**config.mk**
```make
export PLATFORM = sky130hd
export DESIGN_NAME = edge_detect_array
export DESIGN_NICKNAME = d
export VERILOG_FILES = /design/src/rtl/edge_detect_pkg.sv /design/src/rtl/edge_filter_chan.sv /design/src/rtl/edge_detect_array.sv
export SDC_FILE = /design/constraint.sdc
export NUM_CORES = 1
export LEC_CHECK = 0
export CAP_MARGIN = 10
export CORE_MARGIN = 4
export CORE_UTILIZATION = 40
export CTS_CLUSTER_DIAMETER = 50
export DETAILED_ROUTE_END_ITERATION = 8
export GPL_ROUTABILITY_DRIVEN = 0
export PLACE_DENSITY_LB_ADDON = 0.25
export REMOVE_ABC_BUFFERS = 1
export SLEW_MARGIN = 20
export SYNTH_ARGS = -nofsm -noshare
export SYNTH_HDL_FRONTEND = slang
export SYNTH_SLANG_ARGS = --single-unit
export TNS_END_PERCENT = 10
```
**constraint.sdc**
```tcl
create_clock -name CLK -period 1.18 [get_ports CLK]
set_input_delay 0.236 -clock CLK [delete_from_list [all_inputs] [get_ports CLK]]
set_output_delay 0.236 -clock CLK [all_outputs]
set_load 0.1 [all_outputs]
```
**src/rtl/edge_detect_pkg.sv**
```systemverilog
// Shared types and helpers for the multi-channel edge detector.
package edge_detect_pkg;

    typedef logic [1:0] edge_mode_t;

    localparam edge_mode_t EDGE_NONE = 2'b00;
    localparam edge_mode_t EDGE_RISE = 2'b01;
    localparam edge_mode_t EDGE_FALL = 2'b10;
    localparam edge_mode_t EDGE_BOTH = 2'b11;

    // Ceiling log2, used to size the glitch-filter counter.
    function automatic int clog2(input int v);
        int r;
        r = 0;
        while ((1 << r) < v) r++;
        return r;
    endfunction

    // True when a transition in the given direction should be reported.
    function automatic logic mode_match(input edge_mode_t m, input logic rising);
        if (m == EDGE_BOTH) return 1'b1;
        return rising ? (m == EDGE_RISE) : (m == EDGE_FALL);
    endfunction

endpackage

```
**src/rtl/edge_filter_chan.sv**
```systemverilog
// One channel: synchroniser -> glitch filter -> edge compare -> sticky flag.
// Build option EDGE_FILTER_EN: when defined, a level change must persist for
// FILT_CYCLES cycles before it is accepted; otherwise every synchronised
// change is accepted on the next edge and FILT_CYCLES is ignored.
module edge_filter_chan
    import edge_detect_pkg::*;
#(
    parameter int   SYNC_STAGES = 2,
    parameter int   FILT_CYCLES = 4,
    parameter logic IDLE_LEVEL  = 1'b1
) (
    input  logic       clk,
    input  logic       rst,
    input  logic       pin_in,
    input  edge_mode_t edge_mode,
    input  logic       sticky_clr,
    output logic       level_out,
    output logic       edge_sig,
    output logic       edge_nxt,
    output logic       sticky
);

    logic [SYNC_STAGES-1:0] sync_q, sync_d;
    logic                   level_q, level_d;
    logic                   edge_q, edge_d;
    logic                   sticky_q, sticky_d;
    logic                   s;
    logic                   toggle;

    assign s = sync_q[SYNC_STAGES-1];

`ifdef EDGE_FILTER_EN
    localparam int           CW      = clog2(FILT_CYCLES) + 1;
    localparam logic [CW-1:0] CNT_MAX = CW'(FILT_CYCLES - 1);
    logic [CW-1:0]           cnt_q, cnt_d;
`endif

    // Next-state: shift synchroniser, qualify level change, decode edge, sticky.
    always_comb begin
        sync_d = {sync_q[SYNC_STAGES-2:0], pin_in};
        toggle = 1'b0;
`ifdef EDGE_FILTER_EN
        cnt_d  = cnt_q;
        if (s == level_q) begin
            cnt_d = '0;                 // returning to level drops partial count
        end else if (cnt_q == CNT_MAX) begin
            cnt_d  = '0;
            toggle = 1'b1;
        end else begin
            cnt_d = cnt_q + 1'b1;
        end
`else
        toggle = (s != level_q);
`endif
        level_d  = toggle ? s : level_q;
        // Mode is sampled only at the toggle edge, so mode changes never
        // produce a late edge.
        edge_d   = toggle & mode_match(edge_mode, s);
        // Set has priority over a simultaneous clear.
        sticky_d = edge_q | (sticky_q & ~sticky_clr);
    end

    // State registers with synchronous reset to idle.
    always_ff @(posedge clk) begin
        if (rst) begin
            sync_q   <= {SYNC_STAGES{IDLE_LEVEL}};
            level_q  <= IDLE_LEVEL;
            edge_q   <= 1'b0;
            sticky_q <= 1'b0;
`ifdef EDGE_FILTER_EN
            cnt_q    <= '0;
`endif
        end else begin
            sync_q   <= sync_d;
            level_q  <= level_d;
            edge_q   <= edge_d;
            sticky_q <= sticky_d;
`ifdef EDGE_FILTER_EN
            cnt_q    <= cnt_d;
`endif
        end
    end

    assign level_out = level_q;
    assign edge_sig  = edge_q;
    assign edge_nxt  = edge_d;
    assign sticky    = sticky_q;

endmodule

```
**src/rtl/edge_detect_array.sv**
```systemverilog
// Multi-channel edge detector: CH independent channels plus a registered
// OR of all edge pulses. Build option EDGE_FILTER_EN enables the per-channel
// glitch filter (see edge_filter_chan).
module edge_detect_array
    import edge_detect_pkg::*;
#(
    parameter int   CH          = 4,
    parameter int   SYNC_STAGES = 2,
    parameter int   FILT_CYCLES = 4,
    parameter logic IDLE_LEVEL  = 1'b1
) (
    input  logic            CLK,
    input  logic            RST,
    input  logic [CH-1:0]   Pin_In,
    input  logic [2*CH-1:0] Edge_Mode,
    input  logic [CH-1:0]   Sticky_Clr,
    output logic [CH-1:0]   Level_Out,
    output logic [CH-1:0]   Edge_Sig,
    output logic            Any_Edge,
    output logic [CH-1:0]   Sticky
);

    logic [CH-1:0] edge_nxt;
    logic          any_edge_q, any_edge_d;

    for (genvar i = 0; i < CH; i++) begin : g_chan
        edge_filter_chan #(
            .SYNC_STAGES(SYNC_STAGES),
            .FILT_CYCLES(FILT_CYCLES),
            .IDLE_LEVEL (IDLE_LEVEL)
        ) u_chan (
            .clk       (CLK),
            .rst       (RST),
            .pin_in    (Pin_In[i]),
            .edge_mode (edge_mode_t'(Edge_Mode[2*i+1:2*i])),
            .sticky_clr(Sticky_Clr[i]),
            .level_out (Level_Out[i]),
            .edge_sig  (Edge_Sig[i]),
            .edge_nxt  (edge_nxt[i]),
            .sticky    (Sticky[i])
        );
    end

    // OR the next-cycle pulses so Any_Edge lines up with Edge_Sig.
    always_comb begin
        any_edge_d = |edge_nxt;
    end

    // Any_Edge register.
    always_ff @(posedge CLK) begin
        if (RST) any_edge_q <= 1'b0;
        else     any_edge_q <= any_edge_d;
    end

    assign Any_Edge = any_edge_q;

endmodule

```
==> flow_metrics.env, run 1 <==
export IMPL_antenna_found_initial=0
export IMPL_ant_nets=0
export IMPL_power_mw=1.32
export IMPL_globalRouteOverflowTotal=0
export IMPL_final_area_sq_um=1160
export IMPL_ios=31
export IMPL_r2r_cells=3
export IMPL_layout_common_cells="dfxtp_1 (19), clkdlybuf4s50_1 (17), buf_12 (13), or2_2 (12), nor2_1 (8)"
export IMPL_die_h_microns=51.4
export IMPL_die_width_microns=51.4
export IMPL_p_per_area_nw_per_um2=1140
export IMPL_worstSetupStartpointType="flop"
export IMPL_fp_row_count=15
export IMPL_grt_max_degree=16
export IMPL_ys_seq_area_share_pct=55.9
export IMPL_crit_path_max_incr_delay_ps=420
export IMPL_numCtsBuffers=3
export IMPL_floorplan_initialDensity_pct=43.1
export IMPL_vias_per_cell=4.18
export IMPL_synth_distinct_cells=12
export IMPL_worst_slew_pin_slew_ps=174
export IMPL_max_cap_viol_count=0
export IMPL_yosysWarnings=0
export IMPL_rr_endpoint="Any_Edge"
export IMPL_crit_type="reg2out"
export IMPL_setup_viol=0
export IMPL_h_tree_depth=1
export IMPL_path_delay_family="flip-flops"
export IMPL_rsz0062_at_grt="false"
export IMPL_grt_pass1_vias=487
export IMPL_reg2reg_from="g_chan[0].u_chan.level_out"
export IMPL_endpoint_kind="output port"
export IMPL_yosysTopAreaCell="dfxtp_1"
export IMPL_synth_seq_cells=21
export IMPL_yosys_top_cells_area="dfxtp_1 (56%), buf_4 (12%), or2_2 (10%), nand3b_1 (4.0%), nor2_1 (4.0%)"
export IMPL_synthesis_area_sq_um=752
export IMPL_path_cells="buf_12"
export IMPL_reg2reg_slack_ps=300
export IMPL_min_from="g_chan[0].u_chan.sync_q[0]"
export IMPL_postSynthAreaPerCell_sq_um=9.89
export IMPL_maxSlewViolCount=0
export IMPL_portBuffers=30
export IMPL_skew_ps=0.959
export IMPL_vias=514
export IMPL_placed_area_sq_um=1130
export IMPL_crit_path_top_delay_cell="dfxtp_1"
export IMPL_cts_tree="built"
export IMPL_hold_viol=0
export IMPL_syn_to_final_growth_pct=53.9
export IMPL_p_leak_nw=0.471
export IMPL_clk_path_buf_depth=2
export IMPL_vdd_ir_drop_max_v=0.000702
export IMPL_period_share_pct=96.9
export IMPL_holdWs_ps=419
export IMPL_layout_nets=117
export IMPL_whs_path_depth=1
export IMPL_drt_pass1_iter_count=2
export IMPL_min_to="g_chan[0].u_chan.sync_q[1]"
export IMPL_cp_arrival_ps=910
export IMPL_cts_sinks=21
export IMPL_initialDrtViolationCount=3
export IMPL_crit_fanout=3
export IMPL_min_path_type="reg2reg"
export IMPL_status="complete, no violations"
export IMPL_post_dp_hpwl_microns=1020
export IMPL_grt_first_pass_wirelength_microns=1950
export IMPL_drc_errors=0
export IMPL_yosysTopAreaCellShare_pct=55.9
export IMPL_mostFrequentLayoutCell="dfxtp_1"
export IMPL_routedWlPerCell_microns=10.2
export IMPL_core_area_sq_um=1750
export IMPL_syn_inst=76
export IMPL_root_buffer="clkbuf_4"
export IMPL_dieArea_sq_um=2640
export IMPL_clk_latency_ps=290
export IMPL_path_buf_inv=1
export IMPL_drt_wl_total_microns=1260
export IMPL_layout_min_cycle_time_ps=1140
export IMPL_finalSetupTns_ps=0
export IMPL_antenna_cells=0
export IMPL_required_ps=940
export IMPL_drive_gt1_share_pct=33.7
export IMPL_clock_fmax_mhz=875
export IMPL_relSlewSlack_pct=88.4
export IMPL_hold_buffers=0
export IMPL_clk_pin_slew_worst_paths_ps=100
export IMPL_grt_usage_pct=9.98
-- synthesized netlist by cell type --
master and number:
inv_1 4, nor2_1 8, buf_4 12, clkbuf_2 1
o21a_1 4, or2_2 12, a41oi_2 1, nand3b_1 4
dfxtp_1 21, buf_2 1, a21oi_1 4, nand2_1 4
-- cell type report --
cell class | count | area (sq um)
fill | 141 | 588
clock buffer | 4 | 26.3
tap | 25 | 31.3
sequential | 21 | 423
multi-input combinational | 37 | 216
inverter | 4 | 15.0
timing repair buffer | 32 | 445
-- registers in the layout, indices dropped and copies added, names as in the netlist --
name,flops
g_chan.u_chan.level_out,4
g_chan.u_chan.sync_q,8
g_chan.u_chan.edge_sig,4
g_chan.u_chan.sticky,4
Any_Edge,1
-- report_power, final --
| group | leakage, nW | internal, mW | switching, mW |
|---|---|---|---|
| logic | 0.284 | 0.122 | 0.127 |
| registers | 0.171 | 0.734 | 0.0174 |
| clock network | 0.0150 | 0.131 | 0.192 |
-- routing by layer --
layer / GRT usage, % / vias up / share of wire (%)
li1: - / 269 / -
met1: 10.4 / 224 / 42
met2: 16.9 / 21 / 49
met3: 4.08 / 0 / 9.3
met4: 5.24 / 0 / 0
met5: 0 / - / 0
-- stage by stage --
stage / std cells / util (%) / setup WS (ps)
6_report: 123 / 66.3 / 36.9
5_1_grt: 123 / 66.3 / 2.69
3_5_place_dp: 119 / 64.7 / -48.4
3_3_place_gp: 119 / 64.7 / -29.2
4_1_cts: 123 / 66.2 / 20.0
2_1_floorplan: 62 / - / -295
-- how the worst max path moves through the flow --
stage / to / cells after the start / start
detailed placement: g_chan[3].u_chan.sync_q[0] / 3 / RST
global placement: g_chan[2].u_chan.sync_q[1] / 3 / RST
CTS: Level_Out[3] / 1 / g_chan[3].u_chan.level_out
floorplan: Any_Edge / 3 / g_chan[1].u_chan.level_out
finish: Level_Out[0] / 1 / g_chan[0].u_chan.level_out
global route: Level_Out[0] / 1 / g_chan[0].u_chan.level_out
-- kinds of logic after synthesis --
logic type,count (synthesis),synth area share (%)
simple gates,28,20.0
flops,21,55.9
buf+inv,18,15.3
compound gates,9,8.82
-- timing repair --
item	4_1_cts	5_1_grt
setup buffers	0	0
endpoints found under the setup margin	0	2
gates resized for setup	0	2
(Power assumes the default switching activity.)
==> run 2: changes to the inputs <==
--- a/config.mk
+++ b/config.mk
@@ -11,6 +11,7 @@
 export CTS_CLUSTER_DIAMETER = 50
 export DETAILED_ROUTE_END_ITERATION = 8
 export GPL_ROUTABILITY_DRIVEN = 0
+export GPL_TIMING_DRIVEN = 0
 export PLACE_DENSITY_LB_ADDON = 0.25
 export REMOVE_ABC_BUFFERS = 1
 export SLEW_MARGIN = 20
==> run 2 against run 1 <==
  * Via count down 1.8%
  * Critical path depth unchanged
  * Global-route usage down 0.35 points
  * Clock skew up 1.1 ps
  * Sequential power about the same
==> flow_metrics.env, run 2 (synthesized netlist as in run 1, its figures left out) <==
export IMPL_antenna_found_initial=0
export IMPL_worst_slew_pin_slew_ps=641
export IMPL_maxSlewViolCount=0
export IMPL_p_int_mw=0.962
export IMPL_clk_path_buf_depth=2
export IMPL_gr_usage_met3_pct=2.92
export IMPL_fp_row_count=15
export IMPL_h_tree_depth=1
export IMPL_seqPwrFrac_pct=57.8
export IMPL_mostFrequentLayoutCell="dfxtp_1"
export IMPL_initialDrtViolationCount=1
export IMPL_required_ps=940
export IMPL_largest_reg_flops=8
export IMPL_skew_ps=2.09
export IMPL_hold_buffers=0
export IMPL_grt_usage_pct=9.63
export IMPL_cts_setup_buffers=0
export IMPL_combPwrFrac_pct=17.6
export IMPL_ios=31
export IMPL_top_register="g_chan.u_chan.sync_q"
export IMPL_dieArea_sq_um=2640
export IMPL_numCtsBuffers=3
export IMPL_routedWlPerCell_microns=9.95
export IMPL_clk_latency_ps=290
export IMPL_floorplan_initialDensity_pct=43.1
export IMPL_cts_sinks=21
export IMPL_globalRouteOverflowTotal=0
export IMPL_path_delay_family="flip-flops"
export IMPL_drt_pass1_iter_count=4
export IMPL_status="complete, no violations"
export IMPL_path_cells="buf_8"
export IMPL_core_area_sq_um=1750
export IMPL_root_buffer="clkbuf_4"
export IMPL_worstSetupStartpointType="flop"
export IMPL_antenna_cells=0
export IMPL_drt_wl_total_microns=1200
export IMPL_grt_max_degree=22
export IMPL_grt_first_pass_wirelength_microns=1890
export IMPL_rsz0062_at_grt="true"
export IMPL_portBuffers=30
export IMPL_endpoint_kind="output port"
export IMPL_placed_area_sq_um=983
export IMPL_final_area_sq_um=1080
export IMPL_clock_fmax_mhz=876
export IMPL_period_share_pct=96.7
export IMPL_swShare_pct=25.8
export IMPL_path_buf_inv=1
export IMPL_crit_fanout=3
export IMPL_finalSetupTns_ps=0
export IMPL_die_width_microns=51.4
export IMPL_p_leak_nw=0.449
export IMPL_vdd_ir_drop_max_v=0.000694
export IMPL_max_cap_viol_count=0
export IMPL_crit_path_max_incr_delay_ps=400
export IMPL_post_dp_hpwl_microns=894
export IMPL_layout_nets=115
export IMPL_ant_nets=0
export IMPL_clk_pin_slew_worst_paths_ps=110
export IMPL_crit_type="reg2out"
export IMPL_cts_tree="built"
export IMPL_drc_errors=0
export IMPL_top_usage_layer="met2"
export IMPL_p_sw_mw=0.334
export IMPL_cp_arrival_ps=910
export IMPL_grt_util_met2_pct=15.9
export IMPL_layout_common_cells="dfxtp_1 (19), clkdlybuf4s50_1 (16), or2_2 (12), nor2_1 (8), buf_12 (6)"
export IMPL_p_per_area_nw_per_um2=1200
export IMPL_setup_viol=0
export IMPL_p_clk_share_pct=24.6
export IMPL_layout_min_cycle_time_ps=1140
export IMPL_grt_pass1_vias=446
export IMPL_vias_per_cell=4.17
export IMPL_vias=505
export IMPL_grt_met1_usage_pct=11.5
export IMPL_hold_viol=0
export IMPL_die_h_microns=51.4
export IMPL_crit_path_top_delay_cell="dfxtp_1"
export IMPL_drive_gt1_share_pct=33.3
export IMPL_min_path_type="reg2reg"
export IMPL_syn_to_final_growth_pct=43.8
export IMPL_relSlewSlack_pct=57.3
run 2: cell count changes in the layout (fill, tap and decap cells not counted), sizes merged:
| cell | previous run | this run |
|---|---|---|
| buf | 15 | 13 |
| clkbuf | 4 | 3 |
| clkinv | 0 | 1 |
| clkdlybuf4s50 | 17 | 16 |
| dlygate4sd2 | 0 | 1 |
run 2: routing by layer:
metal | up-vias | routed length (microns)
li1 | 267 | -
met1 | 215 | 528
met2 | 21 | 560
met3 | 2 | 103
met4 | 0 | 11
met5 | - | 0
run 2: cell type report:
class	instances	area [sq um]
Sequential cell	21	423
Multi-Input combinational cell	37	216
Clock inverter	1	5.00
Inverter	4	15.0
Timing Repair Buffer	30	368
Clock buffer	3	22.5
Fill cell	156	664
Tap cell	25	31.3
run 2: stage by stage:
| stage | utilization [%] | setup WS (ps) | hold slack [ps] | std cells | power (mW) |
|---|---|---|---|---|---|
| after floorplan | - | -295 | 299 | 62 | 0.885 |
| after global placement | 56.3 | -539 | 391 | 117 | 0.976 |
| after detailed placement | 56.3 | -530 | 393 | 117 | 0.979 |
| after CTS | 57.3 | 1.47 | 422 | 121 | 1.31 |
| after global routing | 61.9 | -25.9 | 443 | 121 | 1.36 |
| final | 61.9 | 39.0 | 419 | 121 | 1.30 |
run 2: worst paths after layout:
check,from,endpoint,slack [ps],cells past startpoint
worst min-delay path,g_chan[2].u_chan.sync_q[0],g_chan[2].u_chan.sync_q[1],420,1
worst min register to register,g_chan[2].u_chan.sync_q[0],g_chan[2].u_chan.sync_q[1],420,1
worst max register to register,g_chan[1].u_chan.level_out,Any_Edge,310,3
worst max-delay path,g_chan[1].u_chan.level_out,Level_Out[1],40,1
run 2: power by group through the flow:
stage | Sequential [mW] | Clock [mW] | Combinational (mW)
6_report | 0.749 | 0.319 | 0.228
4_1_cts | 0.746 | 0.343 | 0.217
3_3_place_gp | 0.760 | 0 | 0.217
3_5_place_dp | 0.761 | 0 | 0.219
5_1_grt | 0.753 | 0.370 | 0.239
2_1_floorplan | 0.851 | 0 | 0.0344
run 2: repair_timing:
action	4_1_cts	5_1_grt
gates resized for setup	85	21
gates cloned	0	0
setup endpoints to repair	25	12
==> run 3: changes to the inputs <==
--- a/config.mk
+++ b/config.mk
@@ -18,4 +18,4 @@
 export SYNTH_ARGS = -nofsm -noshare
 export SYNTH_HDL_FRONTEND = slang
 export SYNTH_SLANG_ARGS = --single-unit
-export TNS_END_PERCENT = 10
+export TNS_END_PERCENT = 20
==> results of run 3 <==
Same layout as run 2: the final DEF is identical, and so are final timing and power.
